[config.mk]
export PLATFORM = sky130hd
export DESIGN_NAME = clock_set_ctrl
export DESIGN_NICKNAME = d
export VERILOG_FILES = /design/src/rtl/clock_pkg.sv /design/src/rtl/btn_edge.sv /design/src/rtl/clock_set_ctrl.sv
export SDC_FILE = /design/constraint.sdc
export NUM_CORES = 1
export LEC_CHECK = 0
export BUFFER_PORTS_ARGS = -buffer_cell sky130_fd_sc_hd__buf_2
export CORE_MARGIN = 2
export CORE_UTILIZATION = 45
export DETAILED_ROUTE_END_ITERATION = 8
export HOLD_SLACK_MARGIN = 0.08
export PLACE_DENSITY = 0.75
export SLEW_MARGIN = 10
export SYNTH_ARGS = -nofsm -noshare
export SYNTH_HDL_FRONTEND = slang
export SYNTH_SLANG_ARGS = --single-unit
[constraint.sdc]
create_clock -name clk -period 2.7 [get_ports clk]
set_input_delay 0.135 -clock clk [delete_from_list [all_inputs] [get_ports clk]]
set_output_delay 0.135 -clock clk [all_outputs]
set_load 0.01 [all_outputs]
[src/rtl/clock_pkg.sv]
// Shared calendar definitions for the timekeeper and its set controller.
// Holds the edit FSM states, field limits and month lengths.
package clock_pkg;

  typedef enum logic [2:0] {
    ST_RUN    = 3'd0,
    ST_MON    = 3'd1,
    ST_DAY    = 3'd2,
    ST_HRS    = 3'd3,
    ST_MIN    = 3'd4,
    ST_COMMIT = 3'd5
  } state_t;

  localparam logic [3:0] MON_MAX = 4'd12;
  localparam logic [4:0] HRS_MAX = 5'd23;
  localparam logic [5:0] MIN_MAX = 6'd59;

  function automatic logic [4:0] days_in_month(
    input logic [3:0] mon,
    input logic       leap
  );
    logic [4:0] dim;
    case (mon)
      4'd1, 4'd3, 4'd5, 4'd7,
      4'd8, 4'd10, 4'd12: dim = 5'd31;
      4'd4, 4'd6,
      4'd9, 4'd11:        dim = 5'd30;
      4'd2:    dim = leap ? 5'd29 : 5'd28;
      default: dim = 5'd28;
    endcase
    return dim;
  endfunction

endpackage

[src/rtl/btn_edge.sv]
// Registers a synchronised button level.
// Emits a one-cycle pulse on its rising edge.
module btn_edge (
  input  logic clk,
  input  logic rst,
  input  logic btn,
  output logic pulse
);

  logic btn_q;
  logic btn_d;

  assign btn_d = btn;

  always_ff @(posedge clk) begin
    if (rst) btn_q <= 1'b0;
    else     btn_q <= btn_d;
  end

  assign pulse = btn & ~btn_q;

endmodule

[src/rtl/clock_set_ctrl.sv]
// Two-button field editor for the calendar timekeeper.
// Freezes the count while editing, commits with a one-cycle load.
module clock_set_ctrl
  import clock_pkg::*;
#(
  parameter int TIMEOUT = 1000,
  parameter int TO_W    = $clog2(TIMEOUT + 1)
) (
  input  logic       clk,
  input  logic       rst,
  input  logic       mode_btn,
  input  logic       inc_btn,
  input  logic       leap,
  input  logic [3:0] cur_mon,
  input  logic [4:0] cur_day,
  input  logic [4:0] cur_hrs,
  input  logic [5:0] cur_min,
  output logic       run_en,
  output logic       load,
  output logic [3:0] ld_mon,
  output logic [4:0] ld_day,
  output logic [4:0] ld_hrs,
  output logic [5:0] ld_min,
  output logic [5:0] ld_sec,
  output logic [2:0] edit_field
);

  localparam logic [TO_W-1:0] TO_MAX = TO_W'(TIMEOUT);

  logic mode_e;
  logic inc_e;

  btn_edge u_mode (
    .clk   (clk),
    .rst   (rst),
    .btn   (mode_btn),
    .pulse (mode_e)
  );

  btn_edge u_inc (
    .clk   (clk),
    .rst   (rst),
    .btn   (inc_btn),
    .pulse (inc_e)
  );

  state_t          state_q, state_d;
  logic [TO_W-1:0] to_q, to_d;
  logic [3:0]      mon_q, mon_d;
  logic [4:0]      day_q, day_d;
  logic [4:0]      hrs_q, hrs_d;
  logic [5:0]      min_q, min_d;
  logic [4:0]      dim;
  logic [4:0]      day_clamp;

  assign dim       = days_in_month(mon_q, leap);
  assign day_clamp = (day_q > dim) ? dim : day_q;

  always_comb begin
    state_d = state_q;
    to_d    = to_q;
    mon_d   = mon_q;
    day_d   = day_q;
    hrs_d   = hrs_q;
    min_d   = min_q;
    unique case (state_q)
      ST_RUN: begin
        to_d = '0;
        if (mode_e) begin
          state_d = ST_MON;
          mon_d   = cur_mon;
          day_d   = cur_day;
          hrs_d   = cur_hrs;
          min_d   = cur_min;
        end
      end
      ST_MON, ST_DAY, ST_HRS, ST_MIN: begin
        if (to_q == TO_MAX) begin
          state_d = ST_RUN;
          to_d    = '0;
        end else if (mode_e) begin
          // mode wins over a coincident inc edge
          to_d = '0;
          unique case (state_q)
            ST_MON: begin
              state_d = ST_DAY;
              day_d   = day_clamp;
            end
            ST_DAY: state_d = ST_HRS;
            ST_HRS: state_d = ST_MIN;
            default: begin
              state_d = ST_COMMIT;
              day_d   = day_clamp;
            end
          endcase
        end else if (inc_e) begin
          to_d = '0;
          unique case (state_q)
            ST_MON:
              mon_d = (mon_q >= MON_MAX) ? 4'd1 : mon_q + 4'd1;
            ST_DAY:
              day_d = (day_q >= dim) ? 5'd1 : day_q + 5'd1;
            ST_HRS:
              hrs_d = (hrs_q >= HRS_MAX) ? 5'd0 : hrs_q + 5'd1;
            default:
              min_d = (min_q >= MIN_MAX) ? 6'd0 : min_q + 6'd1;
          endcase
        end else begin
          to_d = to_q + TO_W'(1);
        end
      end
      ST_COMMIT: begin
        state_d = ST_RUN;
        to_d    = '0;
      end
      default: begin
        state_d = ST_RUN;
        to_d    = '0;
      end
    endcase
  end

  always_ff @(posedge clk) begin
    if (rst) begin
      state_q <= ST_RUN;
      to_q    <= '0;
      mon_q   <= 4'd1;
      day_q   <= 5'd1;
      hrs_q   <= 5'd0;
      min_q   <= 6'd0;
    end else begin
      state_q <= state_d;
      to_q    <= to_d;
      mon_q   <= mon_d;
      day_q   <= day_d;
      hrs_q   <= hrs_d;
      min_q   <= min_d;
    end
  end

  assign run_en = (state_q == ST_RUN);
  assign load   = (state_q == ST_COMMIT);
  assign ld_mon = mon_q;
  assign ld_day = day_q;
  assign ld_hrs = hrs_q;
  assign ld_min = min_q;
  assign ld_sec = 6'd0;

  always_comb begin
    edit_field = 3'd0;
    unique case (state_q)
      ST_MON:  edit_field = 3'd1;
      ST_DAY:  edit_field = 3'd2;
      ST_HRS:  edit_field = 3'd3;
      ST_MIN:  edit_field = 3'd4;
      default: edit_field = 3'd0;
    endcase
  end

endmodule
After elaboration in Yosys (flattened, before gate mapping)
Index checks and enable logic that the tools add are counted.
{"block": "totals", "in_bits": 25, "reg_bits": 35}
{"block": "classes", "eq_ne": 30, "reduce_logical": 13, "bitwise": 5, "n_mux": 38, "n_lt_le_gt_ge": 5, "n_addsub": 5}
{"operator": "$mux 5", "count": 14}
{"operator": "$mux 6", "count": 6}
{"operator": "$mux 4", "count": 6}
{"operator": "$eq 4x4->1 const B", "count": 5}
{"operator": "$pmux 5 s2", "count": 2}
{"operator": "$reduce_and 6->1", "count": 3}
{"operator": "$eq 4x3->1 const B", "count": 4}
{"operator": "$ne 3x3->1 const B", "count": 5}
{"operator": "$ne 2x2->1 const B", "count": 6}
{"operator": "$pmux 3 s4", "count": 1}
{"operator": "$pmux 6 s2", "count": 1}
{"operator": "$add 10x1->10 const B", "count": 1}
{"operator": "$add 5x1->5 const B", "count": 2}
{"operator": "$eq 10x10->1 const B", "count": 1}
{"operator": "$mux 3", "count": 3}
{"operator": "$pmux 3 s3", "count": 1}
{"operator": "$eq 4x2->1 const B", "count": 2}
{"operator": "$pmux 4 s2", "count": 1}
{"operator": "$reduce_or 4->1", "count": 2}
{"operator": "$reduce_and 7->1", "count": 1}
{"operator": "$reduce_or 7->1", "count": 1}
{"operator": "$add 6x1->6 const B", "count": 1}
{"operator": "$eq 3x2->1 const B", "count": 2}
{"operator": "$eq 3x3->1 const B", "count": 2}
{"operator": "20 further kinds", "count": 23}

Depth between registers and ports, before layout
Gate-level depths: netlist (run 1).
{"block": "depth", "word_depth": 10, "depth_mapped": 11}

Cells and area by module
A second synthesis (run 1) with hierarchy kept.
{"block": "unflattened", "hier_cells": 283, "hier_area_um2": 2309.7}
{"module": "clock_set_ctrl", "seq_area_each_um2": 660.6, "instances": 1, "area_per_inst_um2": 2214.6, "cells_per_inst": 277}
{"module": "btn_edge", "seq_area_each_um2": 20.0, "instances": 2, "area_per_inst_um2": 47.5, "cells_per_inst": 3}

Least setup slack after synthesis (run 1)
OpenSTA, ideal clock, no wires.
{"block": "synth_timing", "path_type": "register -> register", "from": "reg mon_q[0] (netlist: ld_mon[0])", "to": "reg day_q[3] (netlist: ld_day[3])", "path_stages_with_launch": 12, "n_path_buf": 0, "setup_time_ns": 0.096, "path_slack_ns": -0.033, "period_less_slack_ns": 2.733, "arrival_time_ns": 2.637, "cell_sequence": "dfxtp_1 inv_1 ha_1 nor2b_1 a2111oi_0 nor2_1 ha_1 a21oi_1 nand3_1 o32ai_2 nand2_4 o41ai_2"}
{"block": "synth_between", "elab_chain_len": 10}
{"item": "start: declaration", "line": "clock_set_ctrl.sv:49", "rtl": "logic [3:0] mon_q, mon_d;"}
{"item": "start signal: assignment", "line": "clock_set_ctrl.sv:134", "rtl": "mon_q <= mon_d;"}
{"item": "$eq 4x1->1 (tied with other cells)", "line": "clock_pkg.sv:23", "rtl": "case (mon)"}
{"item": "$reduce_or 7->1 / $reduce_or 4->1 (equally long branches)", "line": "clock_pkg.sv:23"}
{"item": "$pmux 2 s3 *", "line": "clock_pkg.sv:23"}
{"item": "$ge 5x5->1", "line": "clock_set_ctrl.sv:102", "rtl": "day_d = (day_q >= dim) ? 5'd1 : day_q + 5'd1;"}
{"item": "$mux 5", "line": "clock_set_ctrl.sv:102"}
{"item": "$mux 5", "line": "clock_set_ctrl.sv:98", "rtl": "unique case (state_q)"}
{"item": "$mux 5", "line": "clock_set_ctrl.sv:96", "rtl": "end else if (inc_e) begin"}
{"item": "$mux 5", "line": "clock_set_ctrl.sv:81", "rtl": "end else if (mode_e) begin"}
{"item": "$mux 5", "line": "clock_set_ctrl.sv:78", "rtl": "if (to_q == TO_MAX) begin"}
{"item": "$pmux 5 s2", "line": "clock_set_ctrl.sv:66", "rtl": "unique case (state_q)"}
{"item": "end signal: assignment", "line": "clock_set_ctrl.sv:135", "rtl": "day_q <= day_d;"}
{"item": "end: declaration", "line": "clock_set_ctrl.sv:50", "rtl": "logic [4:0] day_q, day_d;"}
Mark *: on every way between the ends. The rest lies on a longest branch, timed or not. The select of a mux whose other input is x is not followed.
A chain may end at the register's enable or synchronous reset.

Worst setup path in the final report (run 1)
{"block": "layout_timing", "from": "reg mon_q[0] (netlist: ld_mon[0])", "to": "reg day_q[0] (netlist: ld_day[0])"}
Same word-level chain as after synthesis.

==> metrics.txt, run 1 <==
antenna violations before repair=0; clock tree from TritonCTS=yes; average size of a mapped cell=about 8.3 sq um; fraction of the yosys area taken by sequential cells=0.2946; synth-to-layout area growth=19.15%; number of placed instances, taps included=about 400; insertion delay of the later-clocked pin in the worst-skew pair=0.29 ns; sequential power share=0.426; cell area after placement=around 2600 sq um; die height=~77 um; number of slew-limit violations in the final report=0; setup violation total in the final timing report=0; total leakage power=1.169 nW; count of TritonRoute iterations in the first routing pass=4; launching element type of the critical path=flop; number of nets with antenna violations after detailed routing=0; post-detailed-placement half-perimeter wirelength=slightly above 4000 um; maximum number of pins on one net before global-route repair=25; post-route cell area=approximately 2800 sq um; drt initial violations=~140; CP required=2.87 ns; Clock Skew=about 0.012 ns; post-detailed-route wirelength per cell=13.93 um; wire length after detailed routing=5668 um; wire length of the first global-routing pass=approximately 9500 um; final critical-path share of the clock period=0.9784; logic gate share of total power=0.300; final count of hold timing violations=0; switching part of the total power=0.3336; count of unique library cells instantiated by Yosys=63; detailed-route via count=roughly 2300; number of global-route vias before repair=between 2000 and 2500; Final GP Congestion=0.8907; slew at the pin closest to its max-slew limit=0.5896 ns; DRC errors left=0; fill cell total of the finished layout=480; floorplan die width=around 77 um; final core occ=0.5549; clock-pin slew reported for the worst setup and hold paths after clock tree synthesis=0.08 ns; Total Nets Final=between 300 and 400; number of H-tree levels=2; total of max-cap violations=0; total die area=roughly 6000 sq um; layout cell share with drive strength beyond 1=0.2878; port buffer count=just under 50; Ports=56; number of inserted diodes=0; cell area after synthesis=roughly 2400 sq um; top achievable clock speed=approximately 380 MHz; total design power=1.411 mW; kind of capture point of the worst setup path=flop; yosys warns=0; number of vias per cell=~5.5; most frequently used flop master after synthesis=sky130_fd_sc_hd__dfxtp_1; maximum ir drop on the vdd rail=around 220 uV; class of the tightest hold or removal check=in -> reg; Post-Synthesis Cells=285; core area=around 5100 sq um; status=complete, no violations; Critical Path AT=~2.8 ns; starting density of the core=0.4657; Max-Slew Margin vs Limit=0.6040; count of clock tree sinks=35; non-filler instance count after layout=a little over 400; Post-synth ARST share=0; clock power share=0.274; areal power density over the cells=roughly 500 nW/um^2; critical path peak fanout=3; number of buffers on the longest clock path=2; reported net switching power=between 400 and 500 uW; total CTS buffers=5; min Tclk post-route=between 2 and 3 ns; total of flip-flops plus latches after synthesis=35; Cell Rows=26; Remaining Overflow, GRT=0; Setup Crit Path Kind=reg -> reg; cell at the root of the clock tree=sky130_fd_sc_hd__clkbuf_8; global-route usage over all layers=0.1914; unrepaired setup endpoints after global routing=yes; number of enable flip-flop cells after synthesis=0; internal power=~940 uW
-- kinds of logic (layout without fill, tap and decap cells) --
kind of cell	after synthesis	after routing	synth area share
simple gates	107	107	0.2388
fa+ha+maj	12	12	0.06207
other cells	1	6	0.001577
mux	6	6	0.02578
buf+inv	30	77	0.08048
xor+xnor	13	13	0.04787
compound gates	81	81	0.2488
flops	35	35	0.2946
-- area by class of cell --
type	count	area (sq um)	share of cell area
clock inverters	1	5.005	0.001766
well taps	70	87.58	0.03091
repair buffers	59	326.6	0.1152
flip-flops and latches	35	701.9	0.2477
multi-input cells	225	1584	0.5589
inverters	11	46.29	0.01634
clock buffers	6	82.58	0.02914
-- metrics by stage --
stage / TNS, ns / hold WS (ns) / setup slack (ns)
2_1_floorplan: 0 / 0.2066 / 0.01998
3_3_place_gp: 0 / 0.3626 / 0.008526
3_5_place_dp: -0.1626 / 0.3623 / -0.1010
4_1_cts: 0 / 0.1025 / 0.004956
5_1_grt: -0.2206 / 0.1249 / -0.1047
6_report: 0 / 0.1038 / 0.05839
-- repair_timing --
item	CTS	global route
setup buffers	1	2
hold endpoints to repair	1	0
endpoints found under the setup margin	4	5
pin swaps	2	12
gates resized for setup	4	13
hold buffers	1	0
-- Yosys cell counts, types with 3 or more instances --
master | count | area (sq um)
sky130_fd_sc_hd__xnor2_1 | 6 | 52.55
sky130_fd_sc_hd__nand4_1 | 3 | 18.77
sky130_fd_sc_hd__a211oi_1 | 5 | 37.54
sky130_fd_sc_hd__nor2b_1 | 7 | 43.79
sky130_fd_sc_hd__dfxtp_1 | 35 | 700.7
sky130_fd_sc_hd__clkbuf_1 | 4 | 15.01
sky130_fd_sc_hd__a2111oi_0 | 3 | 26.28
sky130_fd_sc_hd__and3_1 | 3 | 18.77
sky130_fd_sc_hd__buf_2 | 4 | 20.02
sky130_fd_sc_hd__mux2i_1 | 5 | 50.05
sky130_fd_sc_hd__a21oi_1 | 17 | 85.08
sky130_fd_sc_hd__buf_4 | 6 | 45.04
sky130_fd_sc_hd__o211ai_1 | 6 | 45.04
sky130_fd_sc_hd__buf_6 | 4 | 45.04
sky130_fd_sc_hd__nand2_4 | 3 | 33.78
sky130_fd_sc_hd__inv_1 | 10 | 37.54
sky130_fd_sc_hd__ha_1 | 11 | 137.6
sky130_fd_sc_hd__a21o_1 | 5 | 37.54
sky130_fd_sc_hd__nor2_1 | 32 | 120.1
sky130_fd_sc_hd__o21ai_2 | 4 | 35.03
sky130_fd_sc_hd__nand2b_1 | 5 | 31.28
sky130_fd_sc_hd__nand2_1 | 15 | 56.30
sky130_fd_sc_hd__o21ai_1 | 5 | 25.02
sky130_fd_sc_hd__o21ai_0 | 9 | 45.04
sky130_fd_sc_hd__nand3_1 | 22 | 110.1
sky130_fd_sc_hd__nor3_1 | 3 | 15.01
sky130_fd_sc_hd__xor2_1 | 7 | 61.31
sky130_fd_sc_hd__a311oi_1 | 4 | 35.03
-- final timing paths --
path                  start  cells past startpoint      endpoint  slack [ns]
hold / removal     mode_btn                      2  u_mode.btn_q        0.10
setup / recovery  ld_mon[0]                     10     ld_day[0]        0.06
hold reg to reg     to_q[0]                      1       to_q[0]        0.48
setup reg to reg  ld_mon[0]                     10     ld_day[0]        0.06
-- cell usage in the layout (no fill, tap or decap), types with 4 or more instances in the layout --
| cell | count |
|---|---|
| sky130_fd_sc_hd__dfxtp_1 | 34 |
| sky130_fd_sc_hd__buf_2 | 49 |
| sky130_fd_sc_hd__ha_1 | 9 |
| sky130_fd_sc_hd__inv_1 | 9 |
| sky130_fd_sc_hd__o21ai_0 | 8 |
| sky130_fd_sc_hd__nand3_1 | 21 |
| sky130_fd_sc_hd__mux2i_1 | 5 |
| sky130_fd_sc_hd__xnor2_1 | 6 |
| sky130_fd_sc_hd__nor2_1 | 32 |
| sky130_fd_sc_hd__a21o_1 | 5 |
| sky130_fd_sc_hd__o21ai_2 | 5 |
| sky130_fd_sc_hd__a21oi_1 | 16 |
| sky130_fd_sc_hd__a211oi_1 | 5 |
| sky130_fd_sc_hd__a311oi_1 | 4 |
| sky130_fd_sc_hd__clkbuf_8 | 6 |
| sky130_fd_sc_hd__nor2b_1 | 6 |
| sky130_fd_sc_hd__nand2_1 | 15 |
| sky130_fd_sc_hd__nand2b_1 | 5 |
| sky130_fd_sc_hd__conb_1 | 6 |
| sky130_fd_sc_hd__buf_4 | 8 |
| sky130_fd_sc_hd__xor2_1 | 7 |
| sky130_fd_sc_hd__o211ai_1 | 6 |
| sky130_fd_sc_hd__o21ai_1 | 5 |
-- worst max-delay path, cell delays in order, from the launching register on --
cell	delay [ns]
sky130_fd_sc_hd__dfxtp_2	0.34
sky130_fd_sc_hd__inv_2	0.04
sky130_fd_sc_hd__ha_1	0.21
sky130_fd_sc_hd__nor2b_4	0.14
sky130_fd_sc_hd__a2111oi_4	0.28
sky130_fd_sc_hd__nor2_1	0.09
sky130_fd_sc_hd__ha_1	0.32
sky130_fd_sc_hd__nand2b_1	0.18
sky130_fd_sc_hd__a21o_1	0.21
sky130_fd_sc_hd__a2111oi_0	0.56
sky130_fd_sc_hd__o311ai_2	0.15
-- power by group through the flow --
stage / clock network, mW / registers (mW) / logic [mW]
global route: 0.420 / 0.608 / 0.466
global placement: 0 / 0.608 / 0.367
detailed placement: 0 / 0.609 / 0.375
finish: 0.387 / 0.601 / 0.423
floorplan: 0 / 0.613 / 0.278
CTS: 0.396 / 0.597 / 0.387
-- registers in the layout, indices dropped and copies added, names as in the netlist --
name and flops:
ld_day 5, state_q 3, ld_mon 4, ld_min 6, u_inc.btn_q 1, ld_hrs 5, u_mode.btn_q 1, to_q 10
-- layer usage --
metal	GRT usage	share of wire	up-vias
met1	0.2464	0.45	1061
met5	0	0	-
met2	0.3184	0.49	57
met4	0.06909	0.018	0
li1	-	-	1127
met3	0.03647	0.046	11
Power figures use the tool's default switching activity.
==> inputs of run 2 (changes only) <==
ABC_AREA = 1   (was not set)
==> run 2 against run 1 <==
Sequential cell count is the same. Register-to-register slack improved by 0.37 ns. Clock-buffer cell count unchanged. Area after synthesis rose by 2.1%. Clock skew decreased by 0.0053 ns. Via count up 8.0%. Worst setup slack better by 0.37 ns. Wire length fell by 4.2%. Sequential power is 7.7% higher. First-iteration DRC count decreased by 32%.
==> metrics.txt, run 2 <==
min setup slack post-route=between 0.4 and 0.5 ns; total of max-cap violations=0; clock tree from TritonCTS=yes; maximum number of pins on one net before global-route repair=23; post-detailed-route wirelength per cell=~11 um; launching element type of the critical path=flop; library cell occupying the most area in the post-synthesis netlist=sky130_fd_sc_hd__dfxtp_1; clock-pin slew reported for the worst setup and hold paths after clock tree synthesis=around 0.070 ns; worst reg2reg setup slack=~0.43 ns; startpoint of the worst-slack reg-to-reg timing path=ld_mon[0]; XOR/XNOR share of the synthesized area=0.04688; unrepaired setup endpoints after global routing=no; most common cell in the synthesized netlist=sky130_fd_sc_hd__nand2_1; top achievable clock speed=between 400 and 500 MHz; die height=between 70 and 80 um; post-CTS sizing=0; number of nets with antenna violations after detailed routing=0; combinational family with the most area after synthesis=simple AND/OR/NAND/NOR gates; insertion delay of the later-clocked pin in the worst-skew pair=0.29 ns; slew at the pin closest to its max-slew limit=0.5050 ns; count of clock tree sinks=35; floorplan die width=77.47 um; commonest cells after routing, fill and taps aside=sky130_fd_sc_hd__nand2_1 (107), sky130_fd_sc_hd__nor2_1 (71), sky130_fd_sc_hd__buf_2 (49), sky130_fd_sc_hd__inv_1 (41), sky130_fd_sc_hd__dfxtp_1 (35); most common cell after layout, fill and taps aside=sky130_fd_sc_hd__nand2_1; proportion of netlist area held by the largest area contributor=0.2885; port buffer count=49; drt initial violations=96; synth-to-layout area growth=16.59%; number of enable flip-flop cells after synthesis=0; fill cell total of the finished layout=529; min Tclk post-route=between 2 and 2.5 ns; Ports=56; length in cells of the worst reg-to-reg path=18; reg-to-reg critical path endpoint=ld_day[3]; post-route cell area=between 2000 and 3000 sq um; worst setup path end=ld_day[3]; share of the synthesized area in compound gates (AO/OA/AOI/OAI)=0.07316; cell area after placement=about 2700 sq um; areal power density over the cells=between 500 and 600 nW/um^2; adder-cell share of the synthesized area=0.05667; number of H-tree levels=2; post-detailed-placement half-perimeter wirelength=4073 um; number of hold-repair buffers added at the cts stage=5; number of vias per cell=4.824; simple-gate portion of the synthesized area=0.4235; Post-synth ARST share=0; cell at the root of the clock tree=sky130_fd_sc_hd__clkbuf_8; Critical Path AT=between 2 and 2.5 ns; top cells by area in the synthesized netlist=sky130_fd_sc_hd__dfxtp_1 (29%), sky130_fd_sc_hd__nand2_1 (17%), sky130_fd_sc_hd__nor2_1 (11%), sky130_fd_sc_hd__inv_1 (6.3%), sky130_fd_sc_hd__ha_1 (5.7%); class of the tightest hold or removal check=in -> reg; Total Nets Final=471; kind of capture point of the worst setup path=flop; total leakage power=between 1 and 1.5 nW; commonest cells in the synthesized netlist=sky130_fd_sc_hd__nand2_1 (107), sky130_fd_sc_hd__nor2_1 (71), sky130_fd_sc_hd__inv_1 (41); count of unique library cells instantiated by Yosys=32; summed negative setup slack over all endpoints=0 ns; global-route usage over all layers=0.1865; cell area after synthesis=approximately 2400 sq um; final critical-path share of the clock period=0.8409; status=complete, no violations; Clock Skew=0.006991 ns; Cell Rows=26; CP required=approximately 2.9 ns; total of flip-flops plus latches after synthesis=35; origin of the worst setup path=ld_mon[0]; final count of hold timing violations=0; number of buffers on the longest clock path=2; number of global-route vias before repair=2135; flip-flop count of the largest register after layout=10; layout cell share with drive strength beyond 1=0.1793; post-CTS setup buffers=0; total CTS buffers=5; Setup Crit Path Kind=reg -> reg; Remaining Overflow, GRT=0; share of cell area taken by muxes after synthesis=0; Final GP Congestion=0.9076; count of TritonRoute iterations in the first routing pass=4; DRC errors left=0; detailed-route via count=2436; number of inserted diodes=0; fraction of the yosys area taken by sequential cells=0.2885; Max-Slew Margin vs Limit=0.6633; maximum ir drop on the vdd rail=265.4 uV; total design power=between 1.5 and 2 mW; critical path peak fanout=7; Post-Synthesis Cells=380; most frequently used flop master after synthesis=sky130_fd_sc_hd__dfxtp_1; register bank with the most flops=to_q; number of slew-limit violations in the final report=0; antenna violations before repair=0; setup violation total in the final timing report=0; core area=between 5000 and 6000 sq um; yosys warns=0; wire length of the first global-routing pass=9128 um; starting density of the core=0.4695; worst setup slack after placement=between 0.4 and 0.5 ns; total die area=~6000 sq um; Worst Hold Slack=0.1548 ns; average size of a mapped cell=about 6.4 sq um; wire length after detailed routing=between 5000 and 6000 um
## run 2: cell count changes after synthesis, moves of 7 or more
| cell | before | now |
|---|---|---|
| sky130_fd_sc_hd__nor2_1 | 32 | 71 |
| sky130_fd_sc_hd__o21ai_0 | 9 | 17 |
| sky130_fd_sc_hd__nor2b_1 | 7 | 0 |
| sky130_fd_sc_hd__a21oi_1 | 17 | 4 |
| sky130_fd_sc_hd__inv_1 | 10 | 41 |
| sky130_fd_sc_hd__nand2_1 | 15 | 107 |
## run 2: worst max-delay path: stages, from the launching register on
cell,delay (ns)
sky130_fd_sc_hd__dfxtp_1,0.43
sky130_fd_sc_hd__inv_1,0.11
sky130_fd_sc_hd__ha_1,0.22
sky130_fd_sc_hd__nor2_1,0.10
sky130_fd_sc_hd__nand2_1,0.06
sky130_fd_sc_hd__nand2_1,0.09
sky130_fd_sc_hd__nand3_1,0.10
sky130_fd_sc_hd__inv_1,0.07
sky130_fd_sc_hd__ha_1,0.23
sky130_fd_sc_hd__nand2_1,0.06
sky130_fd_sc_hd__inv_1,0.04
sky130_fd_sc_hd__nor2_1,0.08
sky130_fd_sc_hd__nand3_1,0.07
sky130_fd_sc_hd__nand3_1,0.09
sky130_fd_sc_hd__inv_1,0.08
sky130_fd_sc_hd__nor2_4,0.18
sky130_fd_sc_hd__nand2_1,0.07
sky130_fd_sc_hd__nand2_1,0.06
sky130_fd_sc_hd__nor2_1,0.04
## run 2: stage by stage
stage                     std cells    util
after floorplan                 385       -
after global placement          493  0.5208
after CTS                       505  0.5474
after detailed placement        493  0.5208
after global routing            505  0.5474
final                           505  0.5474
## run 2: layer usage
| metal | routed length, um | vias up | track usage |
|---|---|---|---|
| li1 | - | 1288 | - |
| met1 | 2585 | 1087 | 0.2367 |
| met2 | 2542 | 53 | 0.3157 |
| met3 | 217 | 8 | 0.03953 |
| met4 | 84 | 0 | 0.05893 |
| met5 | 0 | - | 0 |
## run 2: how the worst min path moves through the flow
stage          cells past startpoint  startpoint  slack (ns)           to
2_1_floorplan                      1         rst        0.20   state_q[1]
3_3_place_gp                       3     inc_btn        0.35  u_inc.btn_q
3_5_place_dp                       3     inc_btn        0.35  u_inc.btn_q
4_1_cts                            5  cur_day[0]        0.16    ld_day[0]
5_1_grt                            5  cur_day[0]        0.17    ld_day[0]
6_report                           5  cur_day[0]        0.15    ld_day[0]
## run 2: where the power goes
part / switching [mW] / total (mW) / leakage, nW / internal [mW]
combinational: 0.358 / 0.579 / 1.15 / 0.221
sequential: 0.0720 / 0.647 / 0.287 / 0.575
clock: 0.185 / 0.385 / 0.0470 / 0.200
## run 2: final cells by class
cell class / instances / area [sq um] / area share
Clock buffer: 6 / 82.58 / 0.02916
Clock inverter: 1 / 5.005 / 0.001768
Inverter: 46 / 172.7 / 0.06098
Multi-Input combinational cell: 292 / 1480 / 0.5228
Sequential cell: 35 / 700.7 / 0.2475
Tap cell: 70 / 87.58 / 0.03093
Timing Repair Buffer: 55 / 302.8 / 0.1069
## run 2: kinds of logic after synthesis
logic type      count (synthesis)
simple gates                  231
xor+xnor                       13
other cells                     1
flops                          35
fa+ha+maj                      11
buf+inv                        58
compound gates                 31
